## config.mk

```make
export PLATFORM = sky130hd
export DESIGN_NAME = insn_fetch_unit_flat
export DESIGN_NICKNAME = d
export VERILOG_FILES = /design/src/rtl/insn_fetch_unit_if.sv /design/src/rtl/insn_fetch_unit.sv /design/src/flat_wrapper.sv
export SDC_FILE = /design/constraint.sdc
export NUM_CORES = 1
export LEC_CHECK = 0
export CAP_MARGIN = 25
export CORE_AREA = 8 8 139 141
export DETAILED_ROUTE_END_ITERATION = 8
export DIE_AREA = 0 0 147 149
export PLACE_DENSITY = 0.84
export SYNTH_ARGS = -nofsm -noshare
export SYNTH_HDL_FRONTEND = slang
export SYNTH_SLANG_ARGS = --single-unit
```

## constraint.sdc

```tcl
create_clock -name clk -period 6.29 [get_ports clk]
set_clock_uncertainty 0.1 [all_clocks]
set_input_delay 1.258 -clock clk [delete_from_list [all_inputs] [get_ports clk]]
set_output_delay 1.258 -clock clk [all_outputs]
set_load 0.02 [all_outputs]
```

## src/rtl/insn_fetch_unit_if.sv

```systemverilog
// Bus bundle between the instruction fetch unit, its instruction memory and
// the decode stage.
//
// Signals
//   imem_addr       fetch -> imem    read address, latched by imem at posedge
//   imem_insn       imem  -> fetch   data for the address of the previous cycle
//   redirect_valid  core  -> fetch   flush and restart at redirect_pc
//   redirect_pc     core  -> fetch   redirect target
//   stall           decode -> fetch  decode not ready, hold the output entry
//   out_valid       fetch -> decode  out_insn/out_pc hold a valid entry
//   out_insn        fetch -> decode  fetched instruction
//   out_pc          fetch -> decode  PC of out_insn
//
// Modports: master = fetch unit side, slave = memory/decode/environment side.

`ifndef INSN_WIDTH
`define INSN_WIDTH 32
`endif
`ifndef INSN_ADDR_WIDTH
`define INSN_ADDR_WIDTH 32
`endif

interface insn_fetch_unit_if #(
  parameter int INSN_WIDTH = `INSN_WIDTH,
  parameter int ADDR_WIDTH = `INSN_ADDR_WIDTH
);
  logic [ADDR_WIDTH-1:0] imem_addr;
  logic [INSN_WIDTH-1:0] imem_insn;
  logic                  redirect_valid;
  logic [ADDR_WIDTH-1:0] redirect_pc;
  logic                  stall;
  logic                  out_valid;
  logic [INSN_WIDTH-1:0] out_insn;
  logic [ADDR_WIDTH-1:0] out_pc;

  modport master (
    output imem_addr,
    input  imem_insn,
    input  redirect_valid,
    input  redirect_pc,
    input  stall,
    output out_valid,
    output out_insn,
    output out_pc
  );

  modport slave (
    input  imem_addr,
    output imem_insn,
    output redirect_valid,
    output redirect_pc,
    output stall,
    input  out_valid,
    input  out_insn,
    input  out_pc
  );
endinterface

```

## src/rtl/insn_fetch_unit.sv

```systemverilog
// Instruction fetch unit. Owns the PC, drives the synchronous-read
// instruction memory every cycle, tags each returned word with its PC in a
// 2-entry FIFO and presents the head to decode with valid/stall. A redirect
// flushes everything and issues the target in the same cycle.
//
// Ports
//   clk             clock
//   rst             synchronous, active-high reset
//   bus             insn_fetch_unit_if.master (imem_addr/imem_insn,
//                   redirect_valid/redirect_pc, stall,
//                   out_valid/out_insn/out_pc)
//   perf_fetch_cnt  (IFETCH_PERF_EN only) number of entries handed to decode
//   perf_stall_cnt  (IFETCH_PERF_EN only) cycles with out_valid & stall
//
// Configuration
//   IFETCH_PERF_EN  when defined, adds the two 32-bit performance counters.

`ifndef INSN_WIDTH
`define INSN_WIDTH 32
`endif
`ifndef INSN_ADDR_WIDTH
`define INSN_ADDR_WIDTH 32
`endif

module insn_fetch_unit #(
  parameter int                    INSN_WIDTH = `INSN_WIDTH,
  parameter int                    ADDR_WIDTH = `INSN_ADDR_WIDTH,
  parameter logic [ADDR_WIDTH-1:0] RESET_PC   = '0,
  parameter int                    PC_STEP    = 4
) (
  input  logic                     clk,
  input  logic                     rst,
  insn_fetch_unit_if.master        bus
`ifdef IFETCH_PERF_EN
  ,
  output logic [31:0]              perf_fetch_cnt,
  output logic [31:0]              perf_stall_cnt
`endif
);

  logic [ADDR_WIDTH-1:0] pc_q;
  logic                  infl_v;
  logic [ADDR_WIDTH-1:0] infl_pc;

  logic [ADDR_WIDTH-1:0] fifo_pc   [2];
  logic [INSN_WIDTH-1:0] fifo_insn [2];
  logic                  rd_ptr;
  logic                  wr_ptr;
  logic [1:0]            count;

  logic [ADDR_WIDTH-1:0] fetch_addr;
  logic                  pop;
  logic                  push;
  logic                  issue;
  logic [2:0]            occ;
  logic                  not_empty;

  // Stage 0: address issue. Reset forces RESET_PC onto the bus; a redirect
  // bypasses pc_q so the target is fetched in the same cycle.
  assign fetch_addr    = rst ? RESET_PC : (bus.redirect_valid ? bus.redirect_pc : pc_q);
  assign bus.imem_addr = fetch_addr;

  assign not_empty     = (count != 2'd0);
  assign bus.out_valid = not_empty & ~bus.redirect_valid;
  assign bus.out_pc    = not_empty ? fifo_pc[rd_ptr]   : '0;
  assign bus.out_insn  = not_empty ? fifo_insn[rd_ptr] : '0;

  assign pop  = bus.out_valid & ~bus.stall;
  assign push = infl_v & ~bus.redirect_valid;

  // Credit check: entries held after this cycle plus the one landing next
  // cycle must fit in the FIFO. A redirect flushes, so it always has room.
  assign occ   = {1'b0, count} + {2'b00, infl_v} - {2'b00, pop};
  assign issue = ~rst & (bus.redirect_valid | (occ < 3'd2));

  always_ff @(posedge clk) begin
    if (rst) begin
      pc_q   <= RESET_PC;
      infl_v <= 1'b0;
      count  <= 2'd0;
      rd_ptr <= 1'b0;
      wr_ptr <= 1'b0;
    end else begin
      infl_v <= issue;
      if (issue)
        pc_q <= fetch_addr + ADDR_WIDTH'(PC_STEP);
      if (bus.redirect_valid) begin
        count  <= 2'd0;
        rd_ptr <= 1'b0;
        wr_ptr <= 1'b0;
      end else begin
        if (push)
          wr_ptr <= ~wr_ptr;
        if (pop)
          rd_ptr <= ~rd_ptr;
        case ({push, pop})
          2'b10:   count <= count + 2'd1;
          2'b01:   count <= count - 2'd1;
          default: count <= count;
        endcase
      end
    end
  end

  // Stage 1: memory response capture, tagged with the PC of the request
  // issued last cycle. Storage is data only; validity lives in count.
  always_ff @(posedge clk) begin
    if (issue)
      infl_pc <= fetch_addr;
    if (push) begin
      fifo_pc[wr_ptr]   <= infl_pc;
      fifo_insn[wr_ptr] <= bus.imem_insn;
    end
  end

  a_no_overflow: assert property (@(posedge clk) disable iff (rst) !(push && (count == 2'd2)));

`ifdef IFETCH_PERF_EN
  always_ff @(posedge clk) begin
    if (rst) begin
      perf_fetch_cnt <= 32'd0;
      perf_stall_cnt <= 32'd0;
    end else begin
      if (pop)
        perf_fetch_cnt <= perf_fetch_cnt + 32'd1;
      if (bus.out_valid & bus.stall)
        perf_stall_cnt <= perf_stall_cnt + 32'd1;
    end
  end
`endif

endmodule

```

## src/flat_wrapper.sv

```systemverilog
// flat-port wrapper written by rule: the top's interface ports become plain ports
module insn_fetch_unit_flat 
#(
  parameter int                    INSN_WIDTH = `INSN_WIDTH,
  parameter int                    ADDR_WIDTH = `INSN_ADDR_WIDTH,
  parameter logic [ADDR_WIDTH-1:0] RESET_PC   = '0,
  parameter int                    PC_STEP    = 4
)
  (clk, rst, bus_imem_addr, bus_imem_insn, bus_redirect_valid, bus_redirect_pc, bus_stall, bus_out_valid, bus_out_insn, bus_out_pc);
  insn_fetch_unit_if #(.INSN_WIDTH(INSN_WIDTH), .ADDR_WIDTH(ADDR_WIDTH)) bus_i ();
  input  logic clk;
  input  logic rst;
  output wire logic [$bits(bus_i.imem_addr)-1:0] bus_imem_addr;
  input wire logic [$bits(bus_i.imem_insn)-1:0] bus_imem_insn;
  input wire logic [$bits(bus_i.redirect_valid)-1:0] bus_redirect_valid;
  input wire logic [$bits(bus_i.redirect_pc)-1:0] bus_redirect_pc;
  input wire logic [$bits(bus_i.stall)-1:0] bus_stall;
  output wire logic [$bits(bus_i.out_valid)-1:0] bus_out_valid;
  output wire logic [$bits(bus_i.out_insn)-1:0] bus_out_insn;
  output wire logic [$bits(bus_i.out_pc)-1:0] bus_out_pc;
  assign bus_imem_addr = bus_i.imem_addr;
  assign bus_i.imem_insn = bus_imem_insn;
  assign bus_i.redirect_valid = bus_redirect_valid;
  assign bus_i.redirect_pc = bus_redirect_pc;
  assign bus_i.stall = bus_stall;
  assign bus_out_valid = bus_i.out_valid;
  assign bus_out_insn = bus_i.out_insn;
  assign bus_out_pc = bus_i.out_pc;
  insn_fetch_unit #(.INSN_WIDTH(INSN_WIDTH), .ADDR_WIDTH(ADDR_WIDTH), .RESET_PC(RESET_PC), .PC_STEP(PC_STEP)) u_core (.clk(clk), .rst(rst), .bus(bus_i));
endmodule
```

==> metrics.md <==
| Metric | Value |
|---|---|
| # Max-Cap Violations | `0` |
| Num CTS Buffers | `17` |
| R2R setup slack | `2.76 ns` |
| Routability Congestion | `0.8602` |
| Top cell type's share of synthesized area | `55.49%` |
| Unrepaired setup endpoints after global routing | `no` |
| Worst setup path startpoint | `bus_redirect_valid` |
| Relative slew slack | `29.71%` |
| Reg2reg path depth | `9` |
| YS warnings | `0` |
| Final nets | `887` |
| Fillers | `1271` |
| Status | `completed` |
| Cell count after synthesis | `662` |
| CTS H-Tree Depth | `4` |
| FF-to-FF End | `u_core.infl_pc[11]$_DFFE_PP_` |
| Crit Path Max Fanout | `42` |
| Max Transition Viols Final | `0` |
| CTS root buffer | `clkbuf_16` |
| Leakage power | `3.744 nW` |
| CTS resizes | `0` |
| Crit path arrival time | `3.46 ns` |
| Sink Count | `198` |
| Vias | `5992` |
| Endpoints failing hold | `0` |
| Synth Net Count | `734` |
| Synth top cells by count | `160 x edfxtp_1, 129 x nor2_1, 95 x mux2i_1` |
| Setup Fix Bufs, Post-CTS | `0` |
| Post-Route WL | `20.09 mm` |
| CTS Buffer Depth | `2` |
| Drt first pass iters | `6` |
| Count leader, synth | `edfxtp_1` |
| GR Overflow Total | `0` |
| Worst-Margin Slew | `1.052 ns` |
| Util after Layout | `65.16%` |
| Worst EP required | `4.93 ns` |
| CORE AREA | `17060 sq um` |
| Global-route wire length before repair | `31.24 mm` |
| Period minus WS final | `4.815 ns` |
| Netlist cell types | `60` |
| Worst Setup Start Kind | `input port` |
| TritonCTS clock tree | `done` |
| Highest Clock Rate | `207.7 MHz` |
| Detailed placement HPWL | `13.81 mm` |
| Worst IR Drop VDD | `0.1965 mV` |
| ANT cells | `0` |
| Worst skew pair latency | `0.43 ns` |
| Total net switching power | `661.3 uW` |
| Iteration-0 DRC Markers | `410` |
| Share of cells above drive strength 1 | `7.729%` |
| Die footprint | `21900 sq um` |
| Vias in the first global route | `5841` |
| Syn avg cell area | `13.08 sq um` |
| Hold_buf cts | `0` |
| Initial antenna violation count | `0` |
| Post-Syn Area | `8658 sq um` |
| Ys async rst share | `0%` |
| Sum of negative setup slack | `0 ns` |
| Remaining antenna violation count after routing | `0` |
| Crit end category | `primary output` |
| Comb power frac | `10.0%` |
| Post-synth top area cell | `edfxtp_1` |
| Main synth FF type | `edfxtp_1` |
| Die Height | `149 um` |
| I/O pins | `165` |
| Clock-pin slew on the worst setup and hold paths | `0.06 ns` |
| Port buffer count | `164` |
| Reg power frac | `52.4%` |
| Seq/Total Area, Yosys | `64.28%` |
| Critical path class | `in -> out` |
| Tot Pwr | `2.888 mW` |
| Internal power | `2.227 mW` |
| Vias/cell | `5.690` |
| Initial Utilization | `50.76%` |
| Drt drc | `0` |
| Yosys reg bits | `198` |
| Worst Setup EP | `bus_imem_addr[23]` |
| Synth top area cells | `edfxtp_1 55%, mux2i_1 11%, dfxtp_1 8.8%, nor2_1 5.6%, nand3_1 1.3%` |
| Largest net degree at the start of global routing | `66` |
| PwrDens | `259.9 nW/um^2` |
| Final setup violation count | `0` |
| Fin crit share | `76.55%` |
| DR WL/cell | `19.08 um` |
| Post-synth EDFFs | `160` |
| Critical R2R Launch | `u_core.count[1]$_SDFFE_PP0P_` |
| Gr usage total | `18.08%` |
| Switching share of power | `22.90%` |
| Die width | `147 um` |
| Core Rows | `48` |
| Clk pwr share | `37.7%` |
| Area growth, synth to finish | `28.37%` |
| Hold Crit Start | `u_core.infl_pc[12]$_DFFE_PP_` |
| Worst hold-check path type | `reg -> reg` |
[layout by cell type (no fill, tap or decap), types with 4 or more instances in the layout]
cell	n
nand4_1	6
a21oi_1	4
xnor2_1	10
inv_1	4
nand4b_1	5
mux2i_1	95
clkbuf_16	17
buf_4	9
dfxtp_1	37
edfxtp_1	160
nand3_1	22
a31oi_1	4
nor2_1	125
or3_1	5
nand2_1	20
nor3_1	9
a211oi_1	13
xor2_1	7
inv_6	4
nand3b_1	6
clkdlybuf4s50_1	162
o21ai_0	9
or4_1	9
o31ai_1	6
a311oi_1	11
nor2_4	4
[worst min path at each step]
| stage | endpoint | cells past startpoint |
|---|---|---|
| 2_1_floorplan | u_core.fifo_pc[0][0]$_DFFE_PP_ | 0 |
| 5_1_grt | u_core.fifo_pc[0][11]$_DFFE_PP_ | 0 |
| 4_1_cts | u_core.fifo_pc[1][12]$_DFFE_PP_ | 0 |
| 6_report | u_core.fifo_pc[1][12]$_DFFE_PP_ | 0 |
| 3_5_place_dp | u_core.fifo_pc[0][12]$_DFFE_PP_ | 0 |
| 3_3_place_gp | u_core.fifo_pc[0][27]$_DFFE_PP_ | 0 |
[through the flow]
step | cells | instance area [sq um] | setup WS [ns] | hold WS, ns
after floorplan | 662 | 8658 | 0.7353 | 0.3215
after global placement | 1021 | 10520 | 1.547 | 0.3236
after detailed placement | 1021 | 10520 | 1.447 | 0.3335
after CTS | 1053 | 11110 | 1.528 | 0.3475
after global routing | 1053 | 11110 | 1.399 | 0.3598
final | 1053 | 11110 | 1.475 | 0.3463
[state kept, by name, indices dropped and copies added (netlist names), named ones only]
signal	cells
u_core.count	2
u_core.fifo_insn	64
u_core.fifo_pc	64
u_core.infl_pc	32
u_core.infl_v	1
u_core.pc_q	32
u_core.rd_ptr	1
u_core.wr_ptr	1
[power groups by stage]
stage / combinational, mW / clock, mW / sequential, mW
final: 0.288 / 1.09 / 1.51
after floorplan: 0.155 / 0 / 1.53
after CTS: 0.290 / 1.11 / 1.51
after detailed placement: 0.288 / 0 / 1.54
after global routing: 0.309 / 1.16 / 1.52
after global placement: 0.282 / 0 / 1.54
[worst max-delay path: stages]
cell             delay [ns]
buf_2                  0.65
buf_12                 0.32
mux2i_1                0.47
nor2_1                 0.15
clkdlybuf4s50_1        0.59
[cell families after synthesis]
| logic type | after synthesis | synth area share, % |
|---|---|---|
| AOI/OAI and AO/OA | 66 | 6.286 |
| xor gates and xnor gates | 17 | 1.720 |
| adders and majority gates | 4 | 0.6648 |
| buffers and inverters | 46 | 2.500 |
| DFF | 198 | 64.28 |
| muxes | 96 | 11.11 |
| and+or+nand+nor | 235 | 13.44 |
[final cells by class]
class / instances / area [sq um] / share of cell area, %
multi-input combinational: 418 / 2907 / 26.15
clock inverter: 11 / 138.9 / 1.250
inverter: 5 / 18.77 / 0.1689
sequential: 198 / 5569 / 50.11
clock buffer: 21 / 460.4 / 4.143
tap: 225 / 281.5 / 2.533
timing repair buffer: 175 / 1739 / 15.65
[routing by layer]
layer / up-vias / share of wire (%) / track usage (%)
met5: - / 0 / 0
met2: 253 / 49 / 29.95
met4: 0 / 1.8 / 6.170
met3: 34 / 6.8 / 4.490
li1: 2791 / - / -
met1: 2914 / 43 / 22.86
No activity file was read; power rests on OpenSTA's default activity.
